$ cat src/rtl/cache_line_arbiter.sv
// cache_line_arbiter: shares one burst-memory port between the icache and dcache.
// Whole-line requests are arbitrated round-robin. Each line moves as BEATS beats of BEAT_W bits.
// LINE_W must be an integer multiple of BEAT_W.
//
// state | meaning
// ------+-----------------------------------------------
// IDLE  | no transfer; arbitrate and latch the grant
// I_RD  | icache line read burst in progress
// D_RD  | dcache line read burst in progress
// D_WR  | dcache writeback burst in progress
// RESP  | one-cycle completion pulse to the granted side
module cache_line_arbiter #(
    parameter int LINE_W = 256,
    parameter int BEAT_W = 64
) (
    input  logic              clk,
    input  logic              rst,
    input  logic [31:0]       i_addr,
    input  logic              i_read,
    output logic [LINE_W-1:0] i_rdata,
    output logic              i_resp,
    input  logic [31:0]       d_addr,
    input  logic              d_read,
    input  logic              d_write,
    input  logic [LINE_W-1:0] d_wdata,
    output logic [LINE_W-1:0] d_rdata,
    output logic              d_resp,
    output logic [31:0]       bmem_address,
    output logic              bmem_read,
    output logic              bmem_write,
    input  logic [BEAT_W-1:0] bmem_rdata,
    output logic [BEAT_W-1:0] bmem_wdata,
    input  logic              bmem_resp
);

    localparam int BEATS = LINE_W / BEAT_W;
    localparam int CNT_W = (BEATS > 1) ? $clog2(BEATS) : 1;
    localparam int OFF_W = $clog2(LINE_W / 8);
    localparam logic [CNT_W-1:0] CNT_LAST = CNT_W'(BEATS - 1);
    localparam logic GNT_I = 1'b0;
    localparam logic GNT_D = 1'b1;

    typedef enum logic [2:0] {
        IDLE = 3'd0,
        I_RD = 3'd1,
        D_RD = 3'd2,
        D_WR = 3'd3,
        RESP = 3'd4
    } state_t;

    state_t                        state_q;
    logic [CNT_W-1:0]              cnt_q;
    logic                          last_gnt_q;
    logic                          gnt_q;
    logic [31:0]                   addr_q;
    logic [BEATS-1:0][BEAT_W-1:0]  line_q;
    logic                          bmem_read_q;
    logic                          bmem_write_q;
    logic                          i_resp_q;
    logic                          d_resp_q;

    logic                          req_d;
    logic                          pick_d;
    logic [31:0]                   line_addr_d;
    logic                          unused_offset_bits;

    // Grant choice: a lone requester wins; on a tie the side that did not win last time wins.
    always_comb begin
        req_d       = d_read | d_write;
        pick_d      = req_d & (~i_read | (last_gnt_q == GNT_I));
        line_addr_d = pick_d ? {d_addr[31:OFF_W], {OFF_W{1'b0}}}
                             : {i_addr[31:OFF_W], {OFF_W{1'b0}}};
    end

    // Byte offset within a line never reaches memory.
    assign unused_offset_bits = ^{i_addr[OFF_W-1:0], d_addr[OFF_W-1:0]};

    // Arbitration, burst sequencing and completion pulse.
    always_ff @(posedge clk or negedge rst) begin
        if (!rst) begin
            state_q      <= IDLE;
            cnt_q        <= '0;
            last_gnt_q   <= GNT_I;
            gnt_q        <= GNT_I;
            addr_q       <= '0;
            line_q       <= '0;
            bmem_read_q  <= 1'b0;
            bmem_write_q <= 1'b0;
            i_resp_q     <= 1'b0;
            d_resp_q     <= 1'b0;
        end else begin
            i_resp_q <= 1'b0;
            d_resp_q <= 1'b0;
            unique case (state_q)
                IDLE: begin
                    if (i_read || req_d) begin
                        addr_q     <= line_addr_d;
                        cnt_q      <= '0;
                        last_gnt_q <= pick_d;
                        gnt_q      <= pick_d;
                        if (pick_d == GNT_I) begin
                            bmem_read_q <= 1'b1;
                            state_q     <= I_RD;
                        end else if (d_write) begin
                            // write wins over a simultaneous read
                            line_q       <= d_wdata;
                            bmem_write_q <= 1'b1;
                            state_q      <= D_WR;
                        end else begin
                            bmem_read_q <= 1'b1;
                            state_q     <= D_RD;
                        end
                    end
                end
                I_RD, D_RD, D_WR: begin
                    if (bmem_resp) begin
                        if (state_q != D_WR) begin
                            line_q[cnt_q] <= bmem_rdata;
                        end
                        if (cnt_q == CNT_LAST) begin
                            bmem_read_q  <= 1'b0;
                            bmem_write_q <= 1'b0;
                            i_resp_q     <= (gnt_q == GNT_I);
                            d_resp_q     <= (gnt_q == GNT_D);
                            state_q      <= RESP;
                        end else begin
                            cnt_q <= cnt_q + 1'b1;
                        end
                    end
                end
                RESP:    state_q <= IDLE;
                default: state_q <= IDLE;
            endcase
        end
    end

    assign bmem_address = addr_q;
    assign bmem_read    = bmem_read_q;
    assign bmem_write   = bmem_write_q;
    assign bmem_wdata   = bmem_write_q ? line_q[cnt_q] : '0;
    assign i_rdata      = line_q;
    assign d_rdata      = line_q;
    assign i_resp       = i_resp_q;
    assign d_resp       = d_resp_q;

endmodule

$ cat config.mk
export PLATFORM = sky130hd
export DESIGN_NAME = cache_line_arbiter
export DESIGN_NICKNAME = d
export VERILOG_FILES = /design/src/rtl/cache_line_arbiter.sv
export SDC_FILE = /design/constraint.sdc
export NUM_CORES = 1
export LEC_CHECK = 0
export ABC_AREA = 1
export CORE_AREA = 2 2 387 389
export DETAILED_ROUTE_END_ITERATION = 8
export DIE_AREA = 0 0 389 391
export PLACE_DENSITY = 0.42
export SYNTH_ARGS = -nofsm -noshare
export SYNTH_HDL_FRONTEND = slang
export SYNTH_SLANG_ARGS = --single-unit
$ cat constraint.sdc
create_clock -name clk -period 2 [get_ports clk]
set_input_delay 0.6 -clock clk [delete_from_list [all_inputs] [get_ports clk]]
set_output_delay 0.6 -clock clk [all_outputs]
set_load 0.05 [all_outputs]
* Word level (Yosys, flattened, before mapping) *
Cells that the tools add are included.
W data, S select, Z words.

storage, ports and cells
  flip-flop bits (word level) = 298
  logic and storage cells = 83
  output and inout port bits = 612

cells by class
  multiplexer cells = 39
  equality and inequality tests = 13
  add/subtract/negate cells = 1
  bitwise operators = 5
  $lt $le $gt $ge = 2
  reductions and logical operators = 11

operators with widths
  kind                  count
  $mux W256             5
  $pmux W256 S2         1
  $bwmux W256           1
  $mux W64              3
  $bmux W64 S2          1
  $demux W64 S2         1
  $mux W32              1
  $mux W1               15
  $ne A2 B2 Y1 const B  7
  $reduce_and A6 Y1     2
  $mux W3               3
  $mux W2               4
  $eq A3 B2 Y1 const B  2
  $pmux W3 S2           1
  $reduce_and A5 Y1     1
  $pmux W1 S2           2
  $pmux W2 S2           1
  $reduce_and A4 Y1     1
  $eq A3 B1 Y1 const B  1
  $logic_not A3 Y1      1
  $lt A2 B3 Y1 const B  1
  $ne A3 B2 Y1 const B  1
  $ne A3 B3 Y1 const B  1
  $reduce_and A3 Y1     1
  11 further kinds      13

* Longest topological paths before layout *
Gate-level depths: netlist (run 1).

  word-level depth = 8
  mapped depth = 11
  mapped depth without buffers = 9

* Least setup slack after synthesis (run 1) *
OpenSTA, ideal clock, no wires.

  path kind = register to output
  from = register cnt_q[0]
  to = output port bmem_wdata[10]
  cell stages (with the launch flop) = 6
  data required time = 1.400 ns
  arrival = 2.010 ns
  path slack = -0.610 ns
  path buffers = 3
  cell sequence = dfrtp_1 clkbuf_1 clkbuf_1 clkbuf_1 o211ai_1 a21oi_1

on the way
  longest elaborated chain between the ends = 3

RTL lines
  item                            line  source
  from (decl)                     52    logic [CNT_W-1:0] cnt_q;
  from (signal assigned)          127   cnt_q <= cnt_q + 1'b1;
  $bmux W64 S2                    140   assign bmem_wdata = bmem_write_q ? line_q[cnt_q] : '0;
  $mux W64 (implied by the code)  140
  $mux W64                        140
  to (decl)                       32    output logic [BEAT_W-1:0] bmem_wdata,

Every way passes these cells. The select of a mux whose other input is x is not followed.

* Final worst setup path (run 1) *
  from = register cnt_q[0]
  to = output port bmem_wdata[28]

The elaborated chain is that of the path after synthesis.

==> metrics.txt, run 1 <==
result of the run finished with violations; failing checks negative setup slack; Finished Layout Cells 5956; worst-path fanout max 7; fill cell count 15900; fraction of the yosys area taken by sequential cells 0.368; synth top area cells sky130_fd_sc_hd__dfrtp_1 37%, sky130_fd_sc_hd__nand2_1 21%, sky130_fd_sc_hd__buf_4 10%, sky130_fd_sc_hd__o21ai_0 8.1%, sky130_fd_sc_hd__nand3_1 5.6%; Placed Cells incl. Taps 5714; number of clock buffers inserted by TritonCTS 43; number of global-route vias before repair approximately 24000; number of port buffers 986; type of element launching the critical path register; number of enable flip-flop cells after synthesis 0; DR pass1 iterations 7; Bufs on Longest Clock Path 3; most used cell, CP sky130_fd_sc_hd__buf_12; DRC violation count after routing 0; Crit path max-delay family buffers and inverters; final worst clock skew between 0.015 and 0.02 ns; Core Rows 142; worst-case register-to-register setup slack -0.46 ns; routability congestion estimate 0.904; max-cap viol count 0; top achievable clock speed 0.348 GHz; count of unique library cells instantiated by Yosys 28; share of final-layout standard cells stronger than drive strength 1 0.435; core area 0.149 mm^2; Yosys warning total 0; clock-pin slew of the registers on the worst-case setup and hold paths 0.06 ns; setup repair after global routing missed its margin yes; vertical die dimension 391 um; Final Net Count 4367; Final WS setup -0.876 ns; mean routed wirelength per cell 27.4 um; vias per std cell 4.20; number of antenna violations at the first check in global routing 15; final cycle utilization of the critical path 1.44; CTS root buffer sky130_fd_sc_hd__clkbuf_16; DP HPWL 105000 um; post-synth top area share 0.368; cell breakdown of the critical path buf_12 > buf_12 > buf_16 > nand2_2 > o211ai_1 > buf_4 > a21oi_4 > buf_12; Slew Limit Fails 0; worst hold path type in -> async; Synth Register Bits around 290; CTS H-tree depth 2; violation count after the first detailed-routing iteration 1770; width of the die 389 um; maximum number of pins on one net before global-route repair just over 100; largest stage delay on the critical path 0.51 ns; wire length of the first global-routing pass 199000 um; TritonCTS clock tree yes; time the worst path needs with I/O delays and setup 2.88 ns; utilization of the core after routing 0.281; die footprint 0.152 mm^2; Slowest-stage cell, CP sky130_fd_sc_hd__dfrtp_4; Setup crit end kind primary output; summed instance area of the synthesized netlist 0.0199 mm^2; initial core utilization 0.134; total global routing overflow 0; Synth area leader sky130_fd_sc_hd__dfrtp_1; primary flip-flop cell chosen by synthesis mapping sky130_fd_sc_hd__dfrtp_1; total vias in the final route 25000; async set-or-reset flop fraction in the synthesized netlist 1.00; most common library cell in the layout ignoring fill and taps sky130_fd_sc_hd__nand2_1; # clock sinks ~290; final hold violation count 0; data arrival time at the worst-slack endpoint about 2.3 ns; critical path depth 8; insertion delay of the later-clocked pin in the worst-skew pair 0.60 ns; Ports 1002; Final setup viols 332; CP required 1.40 ns; gr usage total 0.187; actual transition at the worst max-transition pin 0.944 ns; Area growth, synth to finish 109%; Worst Reg-to-Reg Cells 13; final antenna-violating net count 0; count of mapped cells out of synthesis around 3000; syn_area_per_cell 6.73 um^2; Setup TNS -136.89 ns; Critical path buffers and inverters 5; Crit Path Category reg -> out; most used cells in the layout excluding fill and tap cells 786 x sky130_fd_sc_hd__nand2_1, 588 x sky130_fd_sc_hd__buf_4, 378 x sky130_fd_sc_hd__clkdlybuf4s50_1; total wirelength of the detailed-routed design ~160000 um; tightest slew margin relative to the limit 0.371
per-layer routing:
metal	up-vias	part of all wire	track usage
met1	12400	0.43	0.249
met5	-	0.00071	0
met2	1041	0.48	0.313
li1	11400	-	-
met4	16	0.021	0.0432
met3	171	0.065	0.0311
area by class of cell:
| cell class | count | area, um^2 | share of cell area |
|---|---|---|---|
| multi-input combinational | 2103 | 12300 | 0.296 |
| antenna | 7 | 17.5 | 0.000420 |
| inverter | 77 | 315 | 0.00757 |
| clock buffer | 64 | 1250 | 0.0299 |
| timing repair buffer | 1455 | 17800 | 0.427 |
| clock inverter | 13 | 178 | 0.00426 |
| tap | 1944 | 2430 | 0.0584 |
| sequential | 293 | 7350 | 0.176 |
what timing repair did:
item | in CTS | in global routing
pin swaps | 92 | 216
setup buffers | 47 | 49
hold buffers | 1 | 0
gates cloned | 45 | 41
resized for setup | 255 | 777
endpoints found under the hold margin | 14 | 0
setup endpoints to repair | 379 | 386
cells by family after synthesis:
group,count (synthesis),share of synthesized area
other,1,0.000188
AOI/OAI and AO/OA,601,0.167
DFF,293,0.368
buffers and inverters,571,0.164
and+or+nand+nor,1493,0.299
adders and majority gates,4,0.00251
worst paths after layout:
kind	startpoint	endpoint
hold / removal	rst	d_rdata[245]
max in group asynchronous	rst	d_rdata[193]
setup / recovery	cnt_q[0]	bmem_wdata[28]
setup reg to reg	cnt_q[0]	d_rdata[160]
min in group clk	bmem_read	bmem_read
hold reg to reg	bmem_read	bmem_read
cell usage after synthesis (3+ instances only):
cell                       number
sky130_fd_sc_hd__nand3_1      223
sky130_fd_sc_hd__nand2_1     1114
sky130_fd_sc_hd__dfrtp_1      293
sky130_fd_sc_hd__o211ai_1      65
sky130_fd_sc_hd__a21oi_1      148
sky130_fd_sc_hd__o21ai_0      323
sky130_fd_sc_hd__buf_4        265
sky130_fd_sc_hd__clkbuf_1     120
sky130_fd_sc_hd__ha_1           4
sky130_fd_sc_hd__inv_1         71
sky130_fd_sc_hd__nand2_2        3
sky130_fd_sc_hd__buf_1         15
sky130_fd_sc_hd__nand3_2        3
sky130_fd_sc_hd__buf_2         93
sky130_fd_sc_hd__inv_2          6
sky130_fd_sc_hd__nor2_1       139
sky130_fd_sc_hd__o21bai_1      64
sequential cells by signal (all words and copies together), names as in the netlist:
signal,count
bmem_address,27
bmem_read,1
bmem_write,1
cnt_q,2
d_rdata,256
d_resp,1
gnt_q,1
i_resp,1
state_q,3
stage by stage:
step                      hold slack (ns)  instance area [um^2]  setup WS [ns]
after floorplan                     0.304                 20700        -0.0797
after global placement              0.466                 34300         -0.472
after detailed placement            0.463                 34300         -0.494
after CTS                           0.413                 38100         -0.972
after global routing                0.436                 41700         -0.986
final                               0.443                 41700         -0.876
worst register-to-register path: cells and delay by family, from the launching register on:
kind / cells / cell delay [ns]
fa+ha+maj: 1 / 0.21
buf+inv: 8 / 1.08
flops: 1 / 0.51
simple gates: 4 / 0.53
Power of run 1 is not shown: default switching activity piles up to over one toggle a cycle in this logic, so the estimate is an artifact.
==> inputs of run 2 (changes only) <==
- ABC_CLOCK_PERIOD_IN_PS: not set -> 2000
==> results of run 2 <==
The final DEF is identical to that of run 1; final timing and power are the same.
Power of run 2 is left out for the same reason.
==> inputs of run 3 (changes only) <==
- GPL_TIMING_DRIVEN: not set -> 0
==> metrics.txt, run 3 (synthesis results as in run 1) <==
vias per std cell 4.16 (-1.1%); met2 track utilization from global routing 0.346 (+0.0322); Finished Layout Cells 6040 (+1.4%); time the worst path needs with I/O delays and setup 3.00 ns (+0.123 ns); IR Drop Worst-Case VDD 0.913 mV; Internal Pwr Total about 34000 uW; DR pass1 iterations 5 (-2); GRT met3 Usage 0.0418 (+0.0108); final hold violation count 0 (unchanged); Bufs on Longest Clock Path 3 (unchanged); Switching Share 0.597; Final setup viols 894 (+170%); most common library cell in the layout ignoring fill and taps sky130_fd_sc_hd__nand2_1; actual transition at the worst max-transition pin 1.06 ns (+0.112 ns); width of the die 389 um (unchanged); final antenna-violating net count 0 (unchanged); Slew Limit Fails 0 (unchanged); worst-path fanout max 6 (-1); logic gate share of total power 0.751; type of element launching the critical path register; Slowest-stage cell, CP sky130_fd_sc_hd__o211ai_1; insertion delay of the later-clocked pin in the worst-skew pair 0.61 ns (about the same); worst min-delay path startpoint bmem_read; CTS H-tree depth 2 (unchanged); Ports 1002 (unchanged); result of the run finished with violations; switching component of the power 50200 uW; total vias in the final route 25100 (+0.31%); number of port buffers 986 (unchanged); # clock sinks 293 (unchanged); Final Net Count 4439 (+1.6%); max-cap viol count 0 (unchanged); CP required 1.40 ns (about the same); Setup crit end kind primary output; initial core utilization 0.134 (unchanged); routing layer with the top usage in global route met2; Core Rows 142 (unchanged); routability congestion estimate 0.903 (-0.13%); mean routed wirelength per cell 27.3 um (-0.26%); tightest slew margin relative to the limit 0.296 (-0.0746); P per Cell Area 2280 mW/mm^2; number of clock buffers inserted by TritonCTS 45 (+4.7%); final cycle utilization of the critical path 1.50 (+0.0613); data arrival time at the worst-slack endpoint 2.40 ns (+0.12 ns); share of total power in sequential cells 0.149; DRC violation count after routing 0 (unchanged); gr usage total 0.207 (+0.0201); setup repair after global routing missed its margin yes; number of antenna violations at the first check in global routing 42 (+27); CTS root buffer sky130_fd_sc_hd__clkbuf_16; most used cell, CP sky130_fd_sc_hd__clkbuf_16; Area growth, synth to finish 85.3%; number of global-route vias before repair 24400 (+0.44%); TritonCTS clock tree yes; die footprint 0.152 mm^2 (unchanged); overall power of the completed layout 84100 uW; core area 0.149 mm^2 (unchanged); maximum number of pins on one net before global-route repair 88 (-13%); cell breakdown of the critical path buf_12 > clkbuf_16 > clkbuf_16 > o211ai_1 > a21oi_4 > buf_8; Placed Cells incl. Taps 5901 (+3.3%); vertical die dimension 391 um (unchanged); timing startpoint of the critical path cnt_q[0]; worst reg2reg startpoint cnt_q[1]; Pleak 0.0159 uW; clock-pin slew of the registers on the worst-case setup and hold paths 0.06 ns (about the same); final worst clock skew 0.0233 ns (+0.00515 ns); total global routing overflow 0 (unchanged); violation count after the first detailed-routing iteration 1784 (+0.79%); share of final-layout standard cells stronger than drive strength 1 0.204 (-0.231); failing checks negative setup slack; most used cells in the layout excluding fill and tap cells 1099 x sky130_fd_sc_hd__nand2_1, 901 x sky130_fd_sc_hd__clkdlybuf4s50_1, 276 x sky130_fd_sc_hd__buf_4; wire length of the first global-routing pass 216000 um (+8.7%); clock group share of total power 0.099; largest stage delay on the critical path 0.51 ns (about the same); total wirelength of the detailed-routed design 165000 um (+1.1%); top achievable clock speed 0.333 GHz (-4.1%); Crit Path Category reg -> out; number of flip-flops in the largest register 256 (unchanged); worst hold path type reg -> reg; DP HPWL 130000 um (+24%); met1 Usage GRT 0.272 (+0.0231); Final WS setup -0.999 ns (-0.123 ns)
==> run 3: changes by cell type in the layout (fill, tap and decap cells not counted), sizes merged <==
cell	change
clkbuf	+77
buf	-524
bufinv	-2
clkinv	-1
clkdlybuf4s50	+523
diode	+11
==> run 3: layer usage <==
metal | wire, um | vias to the layer above
met5 | 108 | -
li1 | - | 11600
met2 | 78200 | 1035
met4 | 3870 | 16
met3 | 10900 | 177
met1 | 71900 | 12300
==> run 3: critical path, delay by kind of cell, from the launching register on <==
kind | cells | cell delay, ns
buffers and inverters | 4 | 0.67
flip-flops | 1 | 0.44
AO/OA/AOI/OAI | 2 | 0.63
==> run 3: stage by stage <==
stage               utilization  hold WS, ns  TNS (ns)  setup WS [ns]  area [um^2]
finish                    0.249        0.477   -485.23         -0.999        36900
global route              0.249        0.487   -571.53          -1.15        36900
CTS                       0.239        0.478   -611.32          -1.23        35500
detailed placement        0.223        0.462   -616.79          -2.42        33100
global placement          0.222        0.465  -5357.18         -16.73        33000
floorplan                     -        0.304    -12.37        -0.0797        20700
==> run 3: worst paths after layout <==
| kind | slack, ns | cells past startpoint | to |
|---|---|---|---|
| max in group asynchronous | 0.14 | 4 | d_rdata[81] |
| worst max register to register | -0.73 | 11 | d_rdata[38] |
| min in group asynchronous | 0.52 | 2 | d_rdata[242] |
| worst min register to register | 0.48 | 2 | bmem_read |
| worst min-delay path | 0.48 | 2 | bmem_read |
| worst max-delay path | -1.0 | 6 | bmem_wdata[1] |
==> run 3: area by class of cell <==
cell class | count | area [um^2]
sequential | 293 | 7360
inverter | 77 | 304
buffer | 489 | 3750
clock buffer | 70 | 1380
fill | 16400 | 112000
tap | 1944 | 2430
multi-input combinational | 2103 | 10500
timing repair buffer | 1036 | 11000
clock inverter | 10 | 109
antenna | 18 | 45.0
==> run 3: power groups by stage <==
stage / registers, uW / clock network [uW] / logic (uW)
final: 12600 / 8360 / 63200
after floorplan: 18000 / 0 / 27900
after detailed placement: 12600 / 0 / 58400
after CTS: 12600 / 8590 / 60700
after global placement: 12600 / 0 / 58300
after global routing: 12800 / 8820 / 66700
==> run 3: repair_timing <==
item / CTS / global route
setup endpoints to repair: 900 / 934
resized for setup: 646 / 420
buffers inserted: 7 / 29
pin swaps: 8 / 67
endpoints found under the hold margin: 55 / 0
gates cloned: 5 / 4
hold buffers: 1 / 0
No activity file was read; power rests on OpenSTA's default activity.
